**src/rtl/seq_divider_su.sv**
```systemverilog
// Sequential restoring divider with per-operand signed/unsigned mode and WIDTH+1 bit results.
// Optional macro SEQ_DIVIDER_EARLY_EXIT_EN: skip iteration when |dividend| < |divisor|.
module seq_divider_su #(
  parameter int WIDTH = 16
) (
  input  logic             clk,
  input  logic             rst,
  input  logic             start,
  input  logic [WIDTH-1:0] dividend,
  input  logic [WIDTH-1:0] divisor,
  input  logic [1:0]       sign_mode,
  output logic [WIDTH:0]   quotient,
  output logic [WIDTH:0]   remainder,
  output logic             done,
  output logic             busy,
  output logic             div_by_zero,
  output logic [2:0]       dbg_state_o
);

  localparam int CW = $clog2(WIDTH);

  typedef enum logic [2:0] {IDLE, PREP, ITER, FIX, DONE} state_t;

  state_t           state_q, state_d;
  logic [WIDTH-1:0] a_q, a_d, b_q, b_d;
  logic [1:0]       mode_q, mode_d;
  logic [WIDTH-1:0] qr_q, qr_d, rem_q, rem_d, dmag_q, dmag_d;
  logic             negq_q, negq_d, negr_q, negr_d;
  logic [CW-1:0]    cnt_q, cnt_d;
  logic [WIDTH:0]   quo_q, quo_d, rmd_q, rmd_d;
  logic             dbz_q, dbz_d;

  // Operand extension and magnitudes, taken from the latched operands.
  logic             sa, sb;
  logic [WIDTH:0]   a_ext;
  logic [WIDTH-1:0] amag, bmag;
  assign sa    = mode_q[1] & a_q[WIDTH-1];
  assign sb    = mode_q[0] & b_q[WIDTH-1];
  assign a_ext = {sa, a_q};
  assign amag  = sa ? (~a_q + 1'b1) : a_q;
  assign bmag  = sb ? (~b_q + 1'b1) : b_q;

  // One restoring step: shift in the next dividend bit, subtract if it fits.
  logic [WIDTH:0]   trial;
  logic             ge;
  logic [WIDTH-1:0] sub;
  assign trial = {rem_q, qr_q[WIDTH-1]};
  assign ge    = trial >= {1'b0, dmag_q};
  assign sub   = trial[WIDTH-1:0] - dmag_q;

  always_comb begin
    state_d = state_q;
    a_d     = a_q;
    b_d     = b_q;
    mode_d  = mode_q;
    qr_d    = qr_q;
    rem_d   = rem_q;
    dmag_d  = dmag_q;
    negq_d  = negq_q;
    negr_d  = negr_q;
    cnt_d   = cnt_q;
    quo_d   = quo_q;
    rmd_d   = rmd_q;
    dbz_d   = dbz_q;
    case (state_q)
      IDLE: begin
        if (start) begin
          a_d     = dividend;
          b_d     = divisor;
          mode_d  = sign_mode;
          if (divisor != '0) dbz_d = 1'b0;
          state_d = PREP;
        end
      end
      PREP: begin
        negq_d = sa ^ sb;
        negr_d = sa;
        dmag_d = bmag;
        qr_d   = amag;
        rem_d  = '0;
        cnt_d  = CW'(WIDTH - 1);
        if (b_q == '0) begin
          quo_d   = '1;
          rmd_d   = a_ext;
          dbz_d   = 1'b1;
          state_d = DONE;
        end
`ifdef SEQ_DIVIDER_EARLY_EXIT_EN
        else if (amag < bmag) begin
          qr_d    = '0;
          rem_d   = amag;
          state_d = FIX;
        end
`endif
        else begin
          state_d = ITER;
        end
      end
      ITER: begin
        qr_d  = {qr_q[WIDTH-2:0], ge};
        rem_d = ge ? sub : trial[WIDTH-1:0];
        cnt_d = cnt_q - 1'b1;
        if (cnt_q == '0) state_d = FIX;
      end
      FIX: begin
        // Zero magnitudes negate to zero, so a zero remainder stays 0.
        quo_d   = negq_q ? (~{1'b0, qr_q} + 1'b1) : {1'b0, qr_q};
        rmd_d   = negr_q ? (~{1'b0, rem_q} + 1'b1) : {1'b0, rem_q};
        state_d = DONE;
      end
      DONE:    state_d = IDLE;
      default: state_d = IDLE;
    endcase
  end

  always_ff @(posedge clk) begin
    if (rst) begin
      state_q <= IDLE;
      a_q     <= '0;
      b_q     <= '0;
      mode_q  <= '0;
      qr_q    <= '0;
      rem_q   <= '0;
      dmag_q  <= '0;
      negq_q  <= 1'b0;
      negr_q  <= 1'b0;
      cnt_q   <= '0;
      quo_q   <= '0;
      rmd_q   <= '0;
      dbz_q   <= 1'b0;
    end else begin
      state_q <= state_d;
      a_q     <= a_d;
      b_q     <= b_d;
      mode_q  <= mode_d;
      qr_q    <= qr_d;
      rem_q   <= rem_d;
      dmag_q  <= dmag_d;
      negq_q  <= negq_d;
      negr_q  <= negr_d;
      cnt_q   <= cnt_d;
      quo_q   <= quo_d;
      rmd_q   <= rmd_d;
      dbz_q   <= dbz_d;
    end
  end

  assign quotient    = quo_q;
  assign remainder   = rmd_q;
  assign div_by_zero = dbz_q;
  assign done        = (state_q == DONE);
  assign busy        = (state_q == PREP) || (state_q == ITER) || (state_q == FIX);
  assign dbg_state_o = state_q;

endmodule

```
**config.mk**
```make
export PLATFORM = sky130hd
export DESIGN_NAME = seq_divider_su
export DESIGN_NICKNAME = d
export VERILOG_FILES = /design/src/rtl/seq_divider_su.sv
export SDC_FILE = /design/constraint.sdc
export NUM_CORES = 1
export LEC_CHECK = 0
export ABC_AREA = 0
export BUFFER_PORTS_ARGS = -buffer_cell sky130_fd_sc_hd__buf_2
export CORE_MARGIN = 8
export CORE_UTILIZATION = 45
export CTS_CLUSTER_SIZE = 12
export DETAILED_ROUTE_END_ITERATION = 8
export PLACE_DENSITY_LB_ADDON = 0.08
export SYNTH_ARGS = -nofsm -noshare
export SYNTH_HDL_FRONTEND = slang
export SYNTH_SLANG_ARGS = --single-unit
export TNS_END_PERCENT = 100
```
**constraint.sdc**
```tcl
create_clock -name clk -period 2.2 [get_ports clk]
set_input_delay 0.44 -clock clk [delete_from_list [all_inputs] [get_ports clk]]
set_output_delay 0.44 -clock clk [all_outputs]
set_load 0.01 [all_outputs]
```
After elaboration in Yosys (flattened, before gate mapping)
Index checks and enable logic that the tools add are counted.

storage, ports and cells
  register bits after elaboration = 126
  output and inout bits = 40
  logic and storage cells = 68

cells by class
  mux-type cells = 20
  add/sub/neg operators = 6
  reduce and logical (&&, ||, !) cells = 13
  $lt $le $gt $ge = 1
  bitwise logic cells = 7
  equality and inequality tests = 8

operators with widths
  cell                                                  number
  2-to-1 mux 17 bit                                     4
  one-hot mux 17 bit (2 select lines)                   2
  one-hot mux 16 bit (2 select lines)                   2
  2-to-1 mux 16 bit                                     3
  adder 17 x 1 -> 17 bit (second input constant)        2
  NOT 16 -> 17 bit                                      2
  adder 16 x 1 -> 16 bit (second input constant)        2
  NOT 16 bit                                            2
  >= comparator 17 x 16 -> 1 bit                        1
  zero test 16 bit                                      1
  nonzero test 16 bit                                   1
  subtractor 16 bit                                     1
  one-hot mux 3 bit (4 select lines)                    1
  2-to-1 mux 3 bit                                      3
  != test 2 bit (second input constant)                 4
  one-hot mux 4 bit (2 select lines)                    1
  equality test 3 x 2 -> 1 bit (second input constant)  2
  AND reduction 2 bit                                   3
  nonzero test 2 bit                                    3
  zero test 4 bit                                       1
  AND reduction 4 bit                                   1
  subtractor 4 x 1 -> 4 bit (second input constant)     1
  equality test 3 x 1 -> 1 bit (second input constant)  1
  equality test 3 bit (second input constant)           1
  other kinds (6)                                       10

Longest topological paths before layout
  word-level depth = 4
  depth in mapped cells = 10

Least setup slack after synthesis
OpenSTA, ideal clock, no wires.

  path type = reg2reg
  start = reg qr_q[15]
  end = reg rem_q[12]
  path buffers = 0
  required time = 2066 ps
  path slack = -76 ps
  period minus slack after synthesis = 2276 ps
  stages on the path, launching flop included = 11
  setup time = 134 ps
  arrival = 2143 ps
  path through = dfxtp_1 -> inv_1 -> ha_1 -> inv_1 -> fa_1 -> a211oi_1 -> o21ai_1 -> a2111o_1 -> and3_1 -> o211ai_1 -> o211ai_1

between the ends
  cells in the longest elaborated chain, start to end = 3
  elaborated cells on any way between the ends = 4
  classes of those cells = add/sub: 1; order compare: 1; mux: 2

ends and longest elaborated chain
  element                                                                     line    source
  start: declaration                                                          27      logic [WIDTH-1:0] qr_q, qr_d, rem_q, rem_d, dmag_q, dmag_d;
  start signal: assignment                                                    136     qr_q <= qr_d;
  subtractor 16 bit / >= comparator 17 x 16 -> 1 bit (equally long branches)  49, 48
  2-to-1 mux 16 bit *                                                         101     rem_d = ge ? sub : trial[WIDTH-1:0];
  one-hot mux 16 bit (2 select lines) *                                       65      case (state_q)
  end signal: assignment                                                      137     rem_q <= rem_d;
  end: declaration                                                            27

Every way passes the cells marked *; elsewhere a longest branch is shown, timed or not.
A chain may end at the register's enable or synchronous reset.

Final worst setup path
  start = reg dmag_q[2]
  end = reg rem_q[2]

between the ends
  cells in the longest elaborated chain, start to end = 3
  elaborated cells on any way between the ends = 4
  classes of those cells = add/sub: 1; order compare: 1; mux: 2

ends and longest elaborated chain
  element                                                                     line    source
  start: declaration                                                          27
  start signal: assignment                                                    138     dmag_q <= dmag_d;
  subtractor 16 bit / >= comparator 17 x 16 -> 1 bit (equally long branches)  49, 48
  2-to-1 mux 16 bit *                                                         101
  one-hot mux 16 bit (2 select lines) *                                       65

Marked as above.

==> results.tsv <==
stage	metric	value	unit
timing	final setup margin	-0.0223	ns
placed_design	dpl ws	-0.0641	ns
critical_path	CP max stage delay	0.36	ns
routing	drt drc	0	
synthesis	most instantiated library cell after synthesis	nand2_1	
floorplanning	floorplan row count	46	
cts	Clock transition at path regs	0.06	ns
cells_and_area	diode count	0	
cts	htree depth	4	
cts	Clk Latency, worst-skew pair	0.42	ns
synthesis	syn_nets	974	
timing	Worst Tran Pin Value	0.744	ns
power	VDD IR-drop max	0.000638	V
placed_design	dpl cells	1239	
timing	fmax	450	MHz
synthesis	top cell type's share of synthesized area	35.5	%
grt	total congestion overflow	0	
placed_design	I/O Buffers	76	
floorplanning	initial core utilization	45.3	%
routing	vias per cell	5.66	
floorplanning	Die Wd	142	um
floorplanning	I/O pins	77	
synthesis	Synth area leaders	dfxtp_1 (36%), nand2_1 (8.5%), a21oi_1 (7.2%)	
synthesis	EDFF count, synth	0	
worst_hold_path	min-delay src	dividend[2]	
routing	DRT antenna net count	0	
critical_path	CP max FO	12	
cts	Clock Tree Buf Depth	2	
timing	Max Clock Skew	0.00817	ns
routing	Pre-Repair DR Iteration Count	6	
critical_path	worst endpoint required time	2.50	ns
synthesis	Synth warnings	0	
cells_and_area	fillers	1528	
cells_and_area	Nets	1106	
synthesis	ys async rst share	0	%
timing	Tcrit/Tclk final	101	%
timing	Slew Limit Fails	0	
worst_hold_path	Hold WC Path Type	input port to flip-flop	
floorplanning	die area	0.0200	mm^2
cts	cts bufs inserted	17	
timing	Final setup viols	2	
critical_path	Setup crit start	dmag_q[2]	
critical_path	Worst R2R Path Depth	8	
cells_and_area	fraction of layout cells with a size suffix above 1	25.0	%
power	Pleak	3.54	nW
placed_design	area post-placement	0.00824	mm^2
timing	Final Hold Viols	0	
critical_path	worst reg2reg startpoint	dmag_q[2]	
synthesis	register area share after synthesis	35.5	%
grt	largest net degree at the start of global routing	70	
timing	setup tns final	-0.0282	ns
synthesis	leading cell types by count after synthesis	nand2_1 (160), dfxtp_1 (126), a21oi_1 (102)	
critical_path	critical path, cell by cell	inv_1 > ha_1 > o211ai_1 > a21o_1 > a211o_1 > a31oi_4 > or2_4 > o311ai_0	
grt	vias in the first global route	6651	
cells_and_area	fin area	0.00907	mm^2
grt	initial antenna violation count	0	
routing	Routed WL	22900	um
grt	first-pass GRT wire length	36100	um
cts	TritonCTS Sinks	126	
outcome	failing checks	negative setup slack	
cells_and_area	Area growth syn-to-layout	27.9	%
flow_run	max cap viols	0	
placed_design	DP Wirelength	16800	um
worst_hold_path	hold depth	3	
timing	min Tclk post-route	2.22	ns
routing	vias	7221	
synthesis	commonest register cell after synthesis	dfxtp_1	
cells_and_area	Core Util, Final	58.0	%
floorplanning	Die Ht	142	um
outcome	outcome	finished, violations left	
routing	starting DRC count in detailed routing	695	
cells_and_area	Layout Cells excl Fill	1276	
synthesis	area leader, netlist	dfxtp_1	
critical_path	Crit Path Category	flip-flop to flip-flop	
cts	CTS tree	built	
placed_design	routability congestion estimate	0.968	
power	pwr dens	988	mW/mm^2
timing	RSZ-0062 raised after global routing	yes	
critical_path	Critical Path Source Type	flip-flop	
grt	Total Routing Usage GR	22.6	%
synthesis	Seq cells post-synth	126	
synthesis	syn_area_per_cell	7.76	um^2
synthesis	Mapped Cells	915	
critical_path	WP data arrival	2.52	ns
critical_path	crit end category	flip-flop	
timing	slew margin rel.	50.4	%
floorplanning	Core Region	0.0157	mm^2
critical_path	critical path's slowest cell	o311ai_0	
cts	CTS root buf	clkbuf_16	
routing	wire length per cell	18.0	um
synthesis	Synth Cell Area	0.00710	mm^2
synthesis	Synth cell types	63	
==> what timing repair did <==
item	in CTS	in global routing
resized for setup	21	41
pin swaps	7	11
hold buffers	0	0
gates cloned	1	0
endpoints found under the setup margin	19	25
buffers inserted	2	2
hold endpoints to repair	0	0
==> layer usage <==
metal / vias to the layer above / share of wire (%) / global-route usage [%]
met2: 271 / 43 / 33.3
met5: - / 0 / 0
met3: 47 / 7.1 / 5.28
li1: 3558 / - / -
met4: 0 / 2.0 / 7.12
met1: 3345 / 48 / 31.8
==> critical path: cells and delay by family (launching register included) <==
kind / cells / cell delay (ns)
simple gates: 1 / 0.35
flops: 1 / 0.32
buf+inv: 1 / 0.04
fa+ha+maj: 1 / 0.28
compound gates: 5 / 1.11
==> final cells by class <==
| cell class | instances | area, um^2 | share of cell area, % |
|---|---|---|---|
| Multi-Input combinational cell | 689 | 4430 | 48.8 |
| Sequential cell | 126 | 2530 | 27.9 |
| Timing Repair Buffer | 171 | 1140 | 12.6 |
| Clock buffer | 20 | 457 | 5.03 |
| Tap cell | 216 | 270 | 2.98 |
| Inverter | 42 | 158 | 1.74 |
| Clock inverter | 12 | 87.6 | 0.965 |
==> flip-flops by register name, indices dropped and copies added (netlist names), 4 cells and up <==
register   flops
a_q           16
b_q           16
cnt_q          4
dmag_q        16
qr_q          16
quotient      17
rem_q         16
remainder     17
==> per-stage QoR <==
stage | total power, W | hold WS, ns
finish | 0.00897 | 0.251
global route | 0.00941 | 0.248
CTS | 0.00863 | 0.238
detailed placement | 0.00587 | 0.444
global placement | 0.00587 | 0.442
floorplan | 0.00467 | 0.432
==> placed cells by master, fill, tap and decap left out, types with 9 or more instances in the layout <==
cell type and instances:
ha_1 14, o211ai_1 29, o21ai_0 31, a221oi_1 11, nand3_1 10, a211oi_1 17, nor3_1 13, dfxtp_2 9
dfxtp_1 117, buf_2 75, nor2_1 72, o31ai_1 11, xor2_1 20, a21oi_1 99, buf_4 89, clkbuf_16 17
xnor2_1 36, inv_1 38, nand2_1 159, nor4_1 10
==> power breakdown <==
group | internal [W] | switching, W
clock network | 0.00150 | 0.00109
logic | 0.00158 | 0.00212
registers | 0.00248 | 0.000206
==> worst paths after layout <==
check,end,slack (ns)
hold / removal,a_q[2],0.25
setup reg to reg,rem_q[2],-0.02
setup / recovery,rem_q[2],-0.02
hold reg to reg,remainder[6],0.45
==> logic make-up after synthesis <==
kind of cell	share of synthesized area [%]
simple gates	20.9
compound gates	26.8
flops	35.5
buf+inv	5.48
xor+xnor	7.16
fa+ha+maj	3.98
mux	0.141
Power figures use the tool's default switching activity.
